**config.mk**
```make
export PLATFORM = sky130hd
export DESIGN_NAME = draw_scheduler
export DESIGN_NICKNAME = d
export VERILOG_FILES = /design/src/rtl/draw_scheduler_pkg.sv /design/src/rtl/draw_watchdog.sv /design/src/rtl/draw_scheduler.sv
export SDC_FILE = /design/constraint.sdc
export NUM_CORES = 1
export LEC_CHECK = 0
export ABC_CLOCK_PERIOD_IN_PS = 5300
export BUFFER_PORTS_ARGS = -buffer_cell sky130_fd_sc_hd__buf_2
export CORE_AREA = 10 10 127 83
export DETAILED_ROUTE_END_ITERATION = 12
export DIE_AREA = 0 0 137 93
export GPL_TIMING_DRIVEN = 0
export PLACE_DENSITY = 0.95
export SLEW_MARGIN = 20
export SYNTH_ARGS = -nofsm -noshare
export SYNTH_HDL_FRONTEND = slang
export SYNTH_HIERARCHICAL = 1
export SYNTH_SLANG_ARGS = --single-unit
```
**constraint.sdc**
```tcl
create_clock -name clk -period 5.3 [get_ports clk]
set_input_delay 1.06 -clock clk [delete_from_list [all_inputs] [get_ports clk]]
set_output_delay 1.06 -clock clk [all_outputs]
set_load 0.1 [all_outputs]
```
**src/rtl/draw_scheduler_pkg.sv**
```systemverilog
// Shared types and widths for the draw scheduler slice.
package draw_sched_pkg;

   localparam int unsigned POS_W     = 10;
   localparam int unsigned SLOT_ID_W = 4;
   // One extra bit so the scan index can step past the last slot.
   localparam int unsigned IDX_W     = SLOT_ID_W + 1;

   typedef enum logic [2:0] {
      IDLE,
      SCAN,
      LAUNCH,
      WAIT,
      DONE
   } state_t;

endpackage

```
**src/rtl/draw_watchdog.sv**
```systemverilog
// Cycle counter guarding the draw_done wait; expired asserts at TIMEOUT-1.
module draw_watchdog #(
   parameter int unsigned TIMEOUT = 1024
) (
   input  logic clk,
   input  logic reset,
   input  logic clear,
   input  logic enable,
   output logic expired
);

   localparam int unsigned CNT_W = (TIMEOUT > 1) ? $clog2(TIMEOUT) : 1;

   logic [CNT_W-1:0] count;

   always_ff @(posedge clk or posedge reset) begin
      if (reset) begin
         count <= '0;
      end else if (clear) begin
         count <= '0;
      end else if (enable && !expired) begin
         count <= count + CNT_W'(1);
      end
   end

   assign expired = (count == CNT_W'(TIMEOUT - 1));

endmodule

```
**src/rtl/draw_scheduler.sv**
```systemverilog
// Frame sequencer sharing one sprite draw unit among NUM_SLOTS objects.
// Optional erase-before-redraw storage is enabled by defining DRAW_ERASE_EN.
module draw_scheduler
   import draw_sched_pkg::*;
#(
   parameter int unsigned NUM_SLOTS = 8,
   parameter int unsigned TIMEOUT   = 1024
) (
   input  logic                         clk,
   input  logic                         reset,
   input  logic                         frame_start,
   input  logic [NUM_SLOTS-1:0]         obj_active,
   input  logic [POS_W*NUM_SLOTS-1:0]   obj_x,
   input  logic [POS_W*NUM_SLOTS-1:0]   obj_y,
   input  logic                         draw_done,
   output logic                         plot,
   output logic [POS_W-1:0]             x_pos,
   output logic [POS_W-1:0]             y_pos,
   output logic [SLOT_ID_W-1:0]         slot_id,
   output logic                         erase,
   output logic                         busy,
   output logic                         frame_done,
   output logic                         timeout_err,
   output logic                         overrun_err
);

   state_t             state;
   state_t             state_nxt;
   logic [IDX_W-1:0]   idx;
   logic               in_range;
   logic               scan_hit;
   logic               cur_act;
   logic [POS_W-1:0]   cur_x;
   logic [POS_W-1:0]   cur_y;
   logic               wd_clear;
   logic               wd_en;
   logic               wd_expired;

`ifdef DRAW_ERASE_EN
   logic [POS_W-1:0]     prev_x [NUM_SLOTS];
   logic [POS_W-1:0]     prev_y [NUM_SLOTS];
   logic [NUM_SLOTS-1:0] prev_valid;
   logic [POS_W-1:0]     new_x;
   logic [POS_W-1:0]     new_y;
   logic                 act_q;
   logic                 pend;
   logic                 cur_pv;
   logic [POS_W-1:0]     cur_px;
   logic [POS_W-1:0]     cur_py;
`endif

   assign in_range = (idx < IDX_W'(NUM_SLOTS));
   assign slot_id  = idx[SLOT_ID_W-1:0];

   // Per-slot view of the table at the current scan index.
   always_comb begin
      cur_act = 1'b0;
      cur_x   = '0;
      cur_y   = '0;
`ifdef DRAW_ERASE_EN
      cur_pv  = 1'b0;
      cur_px  = '0;
      cur_py  = '0;
`endif
      for (int unsigned i = 0; i < NUM_SLOTS; i++) begin
         if (idx == IDX_W'(i)) begin
            cur_act = obj_active[i];
            cur_x   = obj_x[POS_W*i +: POS_W];
            cur_y   = obj_y[POS_W*i +: POS_W];
`ifdef DRAW_ERASE_EN
            cur_pv  = prev_valid[i];
            cur_px  = prev_x[i];
            cur_py  = prev_y[i];
`endif
         end
      end
   end

`ifdef DRAW_ERASE_EN
   // A pending second pass relaunches the same slot without re-sampling inputs.
   assign scan_hit = pend || (in_range && (cur_act || cur_pv));
`else
   assign scan_hit = in_range && cur_act;
`endif

   always_ff @(posedge clk or posedge reset) begin
      if (reset) begin
         state <= IDLE;
      end else begin
         state <= state_nxt;
      end
   end

   always_comb begin
      state_nxt = state;
      case (state)
         IDLE:    if (frame_start) state_nxt = SCAN;
         SCAN: begin
            if (scan_hit)       state_nxt = LAUNCH;
            else if (!in_range) state_nxt = DONE;
         end
         LAUNCH:  state_nxt = WAIT;
         WAIT:    if (draw_done || wd_expired) state_nxt = SCAN;
         DONE:    state_nxt = IDLE;
         default: state_nxt = IDLE;
      endcase
   end

   always_comb begin
      plot       = (state == LAUNCH);
      busy       = (state == SCAN) || (state == LAUNCH) || (state == WAIT);
      frame_done = (state == DONE);
      wd_clear   = (state == LAUNCH);
      wd_en      = (state == WAIT);
   end

   draw_watchdog #(
      .TIMEOUT (TIMEOUT)
   ) u_watchdog (
      .clk     (clk),
      .reset   (reset),
      .clear   (wd_clear),
      .enable  (wd_en),
      .expired (wd_expired)
   );

   always_ff @(posedge clk or posedge reset) begin
      if (reset) begin
         idx         <= '0;
         x_pos       <= '0;
         y_pos       <= '0;
         timeout_err <= 1'b0;
         overrun_err <= 1'b0;
`ifdef DRAW_ERASE_EN
         erase       <= 1'b0;
         new_x       <= '0;
         new_y       <= '0;
         act_q       <= 1'b0;
         pend        <= 1'b0;
         prev_valid  <= '0;
         for (int unsigned i = 0; i < NUM_SLOTS; i++) begin
            prev_x[i] <= '0;
            prev_y[i] <= '0;
         end
`endif
      end else begin
         if (frame_start && (state != IDLE)) overrun_err <= 1'b1;
         if ((state == WAIT) && wd_expired && !draw_done) timeout_err <= 1'b1;

         case (state)
            IDLE: begin
               if (frame_start) idx <= '0;
`ifdef DRAW_ERASE_EN
               pend <= 1'b0;
`endif
            end
            SCAN: begin
               if (scan_hit) begin
`ifdef DRAW_ERASE_EN
                  if (pend) begin
                     x_pos <= new_x;
                     y_pos <= new_y;
                     erase <= 1'b0;
                     pend  <= 1'b0;
                  end else if (cur_pv) begin
                     x_pos <= cur_px;
                     y_pos <= cur_py;
                     erase <= 1'b1;
                     new_x <= cur_x;
                     new_y <= cur_y;
                     act_q <= cur_act;
                  end else begin
                     x_pos <= cur_x;
                     y_pos <= cur_y;
                     erase <= 1'b0;
                  end
`else
                  x_pos <= cur_x;
                  y_pos <= cur_y;
`endif
               end else if (in_range) begin
                  idx <= idx + IDX_W'(1);
               end
            end
            WAIT: begin
               if (draw_done || wd_expired) begin
`ifdef DRAW_ERASE_EN
                  if (erase && act_q) pend <= 1'b1;
                  else                idx  <= idx + IDX_W'(1);
                  for (int unsigned i = 0; i < NUM_SLOTS; i++) begin
                     if (idx == IDX_W'(i)) begin
                        if (!erase) begin
                           prev_x[i]     <= x_pos;
                           prev_y[i]     <= y_pos;
                           prev_valid[i] <= 1'b1;
                        end else if (!act_q) begin
                           prev_valid[i] <= 1'b0;
                        end
                     end
                  end
`else
                  idx <= idx + IDX_W'(1);
`endif
               end
            end
            default: ;
         endcase
      end
   end

`ifndef DRAW_ERASE_EN
   assign erase = 1'b0;
`endif

endmodule

```
==> metrics.txt <==
Post-CTS Resized 0; RSZ-0062 raised after global routing false; DR WL/cell 23.0 microns; ys flop type dfrtp_1; Mapped Nets 640; min-delay worst type flip-flop to flip-flop; LEAKAGE 2.43 nW; row cnt 26; FMAX 319 MHz; Area Overhead vs Synth 33.1%; Die Y 93 microns; final wirelength 18000 microns; Syn Area/Cell 8.63 sq um; CTS Hold Buffers Added 0; worst relative slew slack 33.3%; gpl congestion 0.955; final setup vio count 0; die width 137 microns; post-route setup TNS 0 ps; Syn Std Cell Area 3990 sq um; placed insts 775; Die Area 12700 sq um; YS warnings 6; Post-synth EDFFs 0; initial core utilization 48.3%; port bufs 200; first-pass GRT wire length 27500 microns; Clock Latency Late Sink 290 ps; critical path class flip-flop to flip-flop; Max-Cap Viols 0; Worst-Margin Slew 998 ps; Clock Pin Slew Worst Setup and Hold Paths 70 ps; number of synthesized register bits 40; Vias 5087; starting DRC count in detailed routing 570; antenna violations before repair 2; Final min period 3140 ps; Cell Chain, Critical Path inv_1 > ha_1 > clkbuf_1 > nor4b_4 > clkbuf_1 > and2_1 > a2111oi_0 > o32ai_1 > mux2_4; Min Hold Slack 469 ps; Total GRT Usage 26.8%; final hold violations 0; CTS buffer count 5; Congestion Overflow GR 0; share of post-route cells with drive strength above 1 41.1%; dpl hpwl 14200 microns; Crit Path Max Fanout 10; register area share after synthesis 25.1%; total power per unit cell area 670 nW/um^2; Root Buffer clkbuf_16; Setup Buffers After CTS 0; TritonRoute pass-1 iters 5; Core ar. 8260 sq um; clk buf depth 2; most used cell, CP clkbuf_1; H-tree depth 2; CTS sink count 40; ys async rst share 100%; Worst setup EP type flip-flop; Slew Limit Fails 0; Peak VDD IR 327 uV; status complete, no violations; Synth Instances 463; residual DRC count 0; Clock Skew 13.9 ps; area post-placement 5130 sq um; Via density 6.49; Largest stage delay, worst path 590 ps; Crit-path slowest cell nor4b_4; Design Area, Final 5320 sq um; Synth cell types 65; fin nets 847; worst path arrival time 3370 ps; CTS tree built; IO Pins 202; vias in the first global route 5337; final period utilization 59.2%; ANT nets after route 0; filler instances 708; final std cells w/o fill 784; WP data required 5530 ps; crit path launch type flip-flop; pin count of the biggest net entering global routing 31
-- layout by cell type (no fill, tap or decap), types with 3 or more instances in the layout --
master,count
a221oi_1,21
or3_1,4
clkbuf_16,5
inv_1,13
buf_2,211
a2111oi_0,20
a31oi_1,3
o31ai_1,3
nor2_1,49
nand4_1,3
buf_4,6
nor4_1,5
o22ai_1,14
o32ai_1,20
or2_2,9
and2_1,39
nand2_1,7
mux2i_1,11
mux2_2,3
clkbuf_1,23
o21ai_0,8
o2111ai_1,10
nand3_1,8
nor3_1,7
buf_6,4
o211ai_1,4
mux2_4,18
nand3b_1,3
nand2b_1,16
ha_1,5
nor2b_1,5
dfrtp_1,40
a211oi_1,5
a21oi_1,25
-- power breakdown --
| group | internal [W] | switching, W |
|---|---|---|
| Sequential | 0.000424 | 0.000105 |
| Combinational | 0.000908 | 0.00176 |
| Clock | 0.000236 | 0.000132 |
-- cell families (layout without fill, tap and decap cells) --
family	count (synthesis)	after routing	synth area share, %
flops	40	40	25.1
buf+inv	58	266	7.11
mux	32	32	10.4
fa+ha+maj	5	5	1.57
other cells	1	2	0.0939
simple gates	175	175	26.1
compound gates	152	152	29.7
-- per-layer routing --
metal  GRT usage [%]  vias up  part of all wire (%)
met1            32.0     2357                    38
met3            9.94       81                    13
met2            43.3      441                    46
met4            9.88        0                   3.5
met5               0        -                     0
li1                -     2208                     -
-- cell type report --
class	count	area [sq um]	area share [%]
Antenna cell	1	2.50	0.0471
Buffer	44	231	4.35
Clock buffer	6	139	2.61
Clock inverter	2	38.8	0.730
Inverter	14	52.6	0.989
Multi-Input combinational cell	365	2710	51.0
Sequential cell	40	1000	18.8
Tap cell	112	140	2.64
Timing Repair Buffer	200	1000	18.8
-- path summary, 6_finish.rpt --
kind                             start             endpoint  slack (ps)  depth (start not counted)
setup reg to reg                idx[1]             x_pos[0]        2160                          9
max in group asynchronous        reset               idx[3]        3950                          2
setup / recovery                idx[1]             x_pos[0]        2160                          9
hold reg to reg            overrun_err          overrun_err         470                          1
min in group asynchronous        reset  u_watchdog/count[0]         770                          2
hold / removal             overrun_err          overrun_err         470                          1
-- synth_stat cells, types with 3 or more instances --
| cell | number | share of area [%] |
|---|---|---|
| dfrtp_1 | 40 | 25 |
| buf_6 | 4 | 1.1 |
| mux2_4 | 18 | 6.8 |
| o31ai_1 | 3 | 0.56 |
| o32ai_1 | 20 | 4.4 |
| or2_2 | 9 | 1.4 |
| a31oi_1 | 3 | 0.47 |
| a2111oi_0 | 20 | 4.4 |
| nor3_1 | 7 | 0.88 |
| nand2_1 | 7 | 0.66 |
| nor4_1 | 5 | 0.78 |
| o22ai_1 | 14 | 2.2 |
| buf_4 | 6 | 1.1 |
| buf_2 | 11 | 1.4 |
| o211ai_1 | 4 | 0.75 |
| clkbuf_1 | 23 | 2.2 |
| a211oi_1 | 5 | 0.94 |
| nor2b_1 | 5 | 0.78 |
| and2_1 | 39 | 6.1 |
| mux2i_1 | 11 | 2.8 |
| nand2b_1 | 16 | 2.5 |
| nand3b_1 | 3 | 0.56 |
| a221oi_1 | 21 | 4.6 |
| a21oi_1 | 25 | 3.1 |
| or3_1 | 4 | 0.63 |
| nand3_1 | 8 | 1.0 |
| nor2_1 | 49 | 4.6 |
| ha_1 | 5 | 1.6 |
| nand4_1 | 3 | 0.47 |
| inv_1 | 14 | 1.3 |
| o2111ai_1 | 10 | 2.2 |
| mux2_2 | 3 | 0.85 |
| o21ai_0 | 8 | 1.0 |
-- metrics by stage --
| stage | utilization, % | worst slack (ps) | power, W |
|---|---|---|---|
| after floorplan | - | 1440 | 0.00254 |
| after global placement | 62.1 | 2430 | 0.00305 |
| after detailed placement | 62.1 | 2320 | 0.00313 |
| after CTS | 64.3 | 2230 | 0.00350 |
| after global routing | 64.3 | 2040 | 0.00372 |
| final | 64.3 | 2160 | 0.00356 |
-- worst max-delay path, delay by kind of cell, from the launching register on --
kind | cells | cell delay (ps)
adder cells (fa/ha/maj) | 1 | 170
AND/OR/NAND/NOR | 2 | 800
buffers and inverters | 3 | 1000
multiplexers | 1 | 210
flip-flops | 1 | 470
AO/OA/AOI/OAI | 2 | 430
-- flip-flops by register name, summed over array words and instances, names as in the netlist --
name              flops
x_pos                10
timeout_err           1
idx                   5
overrun_err           1
u_watchdog/count     10
y_pos                10
state                 3
Power figures use the tool's default switching activity.
